`src/rtl/subtractor_serial.sv`:
```
// Bit-serial unsigned/two's-complement subtractor: one bit per clock, LSB first,
// computed as a + ~b + 1 through a selectable 1-bit full-adder cell.
module subtractor_serial #(
  parameter int WIDTH     = 8,
  parameter int IMPL_TYPE = 0
) (
  input  logic             clk,
  input  logic             rst_n,
  input  logic             start,
  input  logic [WIDTH-1:0] a,
  input  logic [WIDTH-1:0] b,
  output logic             busy,
  output logic             done,
  output logic [WIDTH-1:0] diff,
  output logic             borrow_out,
  output logic             ovf,
  output logic [1:0]       dbg_state
);

  localparam int CNT_W = (WIDTH > 2) ? $clog2(WIDTH) : 1;
  localparam logic [CNT_W-1:0] LAST = CNT_W'(WIDTH - 1);

  typedef enum logic [1:0] {
    S_IDLE = 2'd0,
    S_RUN  = 2'd1,
    S_DONE = 2'd2
  } state_t;

  state_t           state_q, state_d;
  logic [CNT_W-1:0] cnt_q, cnt_d;
  logic [WIDTH-1:0] a_q, a_d;
  logic [WIDTH-1:0] b_q, b_d;
  logic [WIDTH-1:0] diff_q, diff_d;
  logic             carry_q, carry_d;
  logic             borrow_q, borrow_d;
  logic             ovf_q, ovf_d;
  logic             busy_q, busy_d;
  logic             done_q, done_d;

  logic cell_a, cell_nb, cell_sum, cell_cout;

  function automatic logic maj3(input logic x, input logic y, input logic z);
    return (x & y) | (x & z) | (y & z);
  endfunction

  assign cell_a  = a_q[0];
  assign cell_nb = ~b_q[0];

  // Both cell styles compute the same full add of a, ~b and the running carry.
  if (IMPL_TYPE == 0) begin : g_xor_mux
    logic prop;
    assign prop      = cell_a ^ cell_nb;
    assign cell_sum  = prop ^ carry_q;
    assign cell_cout = prop ? carry_q : cell_a;
  end else if (IMPL_TYPE == 1) begin : g_maj_not
    assign cell_cout = maj3(cell_a, cell_nb, carry_q);
    assign cell_sum  = maj3(~cell_cout, maj3(cell_a, cell_nb, ~carry_q), carry_q);
  end else begin : g_bad_impl
    $fatal(1, "Unsupported implementation for subtractor_serial: %0d", IMPL_TYPE);
    assign cell_sum  = 1'b0;
    assign cell_cout = 1'b0;
  end

  always_comb begin
    state_d  = state_q;
    cnt_d    = cnt_q;
    a_d      = a_q;
    b_d      = b_q;
    diff_d   = diff_q;
    carry_d  = carry_q;
    borrow_d = borrow_q;
    ovf_d    = ovf_q;
    case (state_q)
      S_IDLE: begin
        if (start) begin
          a_d     = a;
          b_d     = b;
          cnt_d   = '0;
          carry_d = 1'b1;
          state_d = S_RUN;
        end
      end
      S_RUN: begin
        a_d     = a_q >> 1;
        b_d     = b_q >> 1;
        diff_d  = {cell_sum, diff_q[WIDTH-1:1]};
        carry_d = cell_cout;
        cnt_d   = cnt_q + 1'b1;
        // On the last bit the operand LSBs are the original sign bits.
        if (cnt_q == LAST) begin
          state_d  = S_DONE;
          cnt_d    = '0;
          borrow_d = ~cell_cout;
          ovf_d    = (cell_a != b_q[0]) && (cell_sum != cell_a);
        end
      end
      S_DONE:  state_d = S_IDLE;
      default: state_d = S_IDLE;
    endcase
    busy_d = (state_d != S_IDLE);
    done_d = (state_q == S_RUN) && (state_d == S_DONE);
  end

  always_ff @(posedge clk or negedge rst_n) begin
    if (!rst_n) begin
      state_q  <= S_IDLE;
      cnt_q    <= '0;
      a_q      <= '0;
      b_q      <= '0;
      diff_q   <= '0;
      carry_q  <= 1'b0;
      borrow_q <= 1'b0;
      ovf_q    <= 1'b0;
      busy_q   <= 1'b0;
      done_q   <= 1'b0;
    end else begin
      state_q  <= state_d;
      cnt_q    <= cnt_d;
      a_q      <= a_d;
      b_q      <= b_d;
      diff_q   <= diff_d;
      carry_q  <= carry_d;
      borrow_q <= borrow_d;
      ovf_q    <= ovf_d;
      busy_q   <= busy_d;
      done_q   <= done_d;
    end
  end

  assign busy       = busy_q;
  assign done       = done_q;
  assign diff       = diff_q;
  assign borrow_out = borrow_q;
  assign ovf        = ovf_q;
  assign dbg_state  = state_q;

endmodule

```
`config.mk`:
```
export PLATFORM = sky130hd
export DESIGN_NAME = subtractor_serial
export DESIGN_NICKNAME = d
export VERILOG_FILES = /design/src/rtl/subtractor_serial.sv
export SDC_FILE = /design/constraint.sdc
export NUM_CORES = 1
export LEC_CHECK = 0
export ABC_AREA = 1
export BUFFER_PORTS_ARGS = -buffer_cell sky130_fd_sc_hd__buf_2
export CAP_MARGIN = 10
export CORE_MARGIN = 2
export CORE_UTILIZATION = 25
export DETAILED_ROUTE_END_ITERATION = 8
export PLACE_DENSITY = 0.4
export SYNTH_ARGS = -nofsm -noshare
export SYNTH_HDL_FRONTEND = slang
export SYNTH_SLANG_ARGS = --single-unit
```
`constraint.sdc`:
```
create_clock -name clk -period 1.86 [get_ports clk]
set_clock_uncertainty 0.1 [all_clocks]
set_input_delay 0.093 -clock clk [delete_from_list [all_inputs] [get_ports clk]]
set_output_delay 0.093 -clock clk [all_outputs]
set_load 0.005 [all_outputs]
```
==> results.md <==
- Met3 Wirelength: between 100 and 150 um
- P per Cell Area: between 1500 and 2000 nW/um^2
- Status: finished clean
- Final #Nets: 261
- F_max: ~670 MHz
- Worst EP required: slightly below 2 ns
- Vias in the first global route: between 1,000 and 1,500
- Cells after synthesis: ~190
- Chip width: a little over 80 um
- Netlist Area Pre-Place: between 1500 and 2000 sq um
- Core ar.: a little under 6000 sq um
- Post-CTS sizing: 0
- Max Root-Sink Buffers: 2
- Setup violators final: 0
- Post-synth net total: about 220
- Crit Reg-Reg Startpoint: dbg_state[0]
- Detailed-route via count: roughly 1,300
- Worst skew pair latency: ~0.28 ns
- Crit share post-route: 80.6%
- Hold Startpoint: a[6]
- Post-CTS setup buffers: 0
- Hold Vio Cnt, Final: 0
- Worst-path clk slew: roughly 0.07 ns
- First-pass GRT wire length: 6020 um
- I/O pins: 33
- M1 WL: 1660 um
- Slew at the pin closest to its max-slew limit: between 0.5 and 0.6 ns
- Clock root buffer: clkbuf_8
- Crit path capture type: flip-flop
- Max Cap Viol: 0
- Startpoint types: flip-flop
- Critical path arrival: ~1.6 ns
- CP startpoint: dbg_state[0]
- DRC viols: 0
- FP Rows: 28
- Synth cell types: 17
- H-tree lvl count: 2
- Setup CP Type: reg -> reg
- Die H: around 83 um
- Drt via density: between 3 and 4
- Total Die Area: 6870 sq um
- Global Route Usage Sum: between 10% and 20%
- Sequence of cells on the critical path: nor2_1, nand3_1, dlygate4sd3_1, nand2_1
- IO Port Bufs: 32
- Initial Util: a little over a quarter
- Met2 wire len: 1560 um
- FF+latch count, synth: 34
- RSZ-0062 raised after global routing: no
- Synth-to-layout area growth: 26.7%
- Slew Limit Fails: 0
- Clk sinks: 34
- Tmin final: 1.50 ns
- Slew margin rel.: about two thirds
- Uppermost layer routed: met4
- Post-layout util: between 30% and 40%
- Crit Path Max Fanout: 4
- Share of the yosys chip area belonging to registers: 54.7%
- Setup TNS: 0 ns
- Layout cells sized above 1: roughly 20%
- WL final: between 3000 and 4000 um
- CP max-delay cell: dlygate4sd3_1
- Maximum vdd drop: 0.349 mV
- Pre-Repair DR Iteration Count: 4
- ANT nets after route: 0
- Leakage: approximately 1.1 nW
- CP peak stage delay: between 0.5 and 0.6 ns
- TritonCTS clock tree: yes
- N_diodes: 0
- DP HPWL: between 2000 and 2500 um
- Grt ovf: 0
- Largest net degree at the start of global routing: 35
- Hold-fix buffers at CTS: 11
- WL per Instance: ~11 um
- Syn Area/Cell: 8.02 sq um
- HP Class: in -> reg
- GPL Wtd Cong: approximately 0.67
- 1st-iter DRT viols: slightly above 60
- Synthesis Warnings: 0
- Antenna violations before repair: 0
- Cts bufs inserted: 5
==> cell usage in the layout (no fill, tap or decap) <==
cell           instances
buf_2                 32
buf_4                  4
clkbuf_1               1
clkbuf_8               6
clkinv_2               1
dfrtp_1               34
dlygate4sd3_1         11
ha_1                   2
inv_1                 10
inv_2                  1
nand2_1              117
nand2_2                1
nand3_1                7
nor2_1                 2
nor2_2                 1
o21ai_0                3
o21ai_1                6
o21ai_2                1
o31ai_4                1
==> flip-flops by register name, indices dropped and copies added (netlist names) <==
register    cells
dbg_state       2
done            1
busy            1
a_q             8
borrow_out      1
cnt_q           3
ovf             1
diff            8
b_q             8
carry_q         1
==> final timing paths <==
path	to	slack [ns]	cells past startpoint
worst min register to register	a_q[7]	0.38	2
worst max-delay path	a_q[7]	0.36	4
max in group asynchronous	carry_q	1.07	3
worst max register to register	a_q[7]	0.36	4
worst min-delay path	a_q[6]	0.003	5
min in group asynchronous	diff[0]	0.28	3
==> critical path: cells and delay by family (launching register included) <==
kind	cells	cell delay (ns)
buffers and inverters	1	0.56
flip-flops	1	0.42
AND/OR/NAND/NOR	3	0.36
==> stage by stage <==
step           cells  worst slack [ns]  total power [mW]  hold WS (ns)  cell area [sq um]
6_report         316             0.360              3.02       0.00326               1970
5_1_grt          316             0.252              3.36       0.00802               1970
4_1_cts          316             0.340              3.09      0.000567               1970
3_5_place_dp     297             0.436              2.49        0.0568               1770
3_3_place_gp     297             0.493              2.50        0.0646               1770
2_1_floorplan    194             0.548              2.18        -0.303               1560
==> synthesized netlist by cell type <==
| cell type | count | area [sq um] |
|---|---|---|
| nand2_1 | 117 | 439 |
| inv_1 | 10 | 37.5 |
| buf_6 | 2 | 22.5 |
| nor2_2 | 1 | 6.26 |
| nand3_1 | 7 | 35.0 |
| ha_1 | 2 | 25.0 |
| buf_4 | 3 | 22.5 |
| o21ai_1 | 6 | 30.0 |
| buf_2 | 2 | 10.0 |
| dfrtp_1 | 34 | 851 |
| buf_8 | 1 | 15.0 |
| o21ai_2 | 1 | 8.76 |
| nand2_2 | 1 | 6.26 |
| inv_2 | 1 | 3.75 |
| o31ai_4 | 1 | 21.3 |
| o21ai_0 | 3 | 15.0 |
| nor2_1 | 2 | 7.51 |
==> power breakdown <==
part           switching (mW)  internal (mW)  total [mW]
logic                   0.759          0.464        1.22
clock network           0.255          0.298       0.554
registers               0.180           1.06        1.24
total                    1.19           1.82        3.02
==> layout make-up <==
cell class,instances,area (sq um)
Fill cell,656,3980
Sequential cell,34,851
Multi-Input combinational cell,141,594
Timing Repair Buffer,47,300
Tap cell,75,93.8
Clock buffer,7,86.3
Inverter,11,41.3
Clock inverter,1,5.00
==> routing by layer <==
metal  GRT usage, %  up-vias
li1               -      680
met1           14.3      554
met2           16.9       20
met3           3.08        5
met4           4.47        0
met5              0        -
==> cells by family (layout without fill, tap and decap cells) <==
family,after synthesis,in the layout,synth area share (%)
compound gates,11,11,4.82
fa+ha+maj,2,2,1.61
buf+inv,19,66,7.15
flops,34,34,54.7
simple gates,128,128,31.8
No activity file was read; power rests on OpenSTA's default activity.
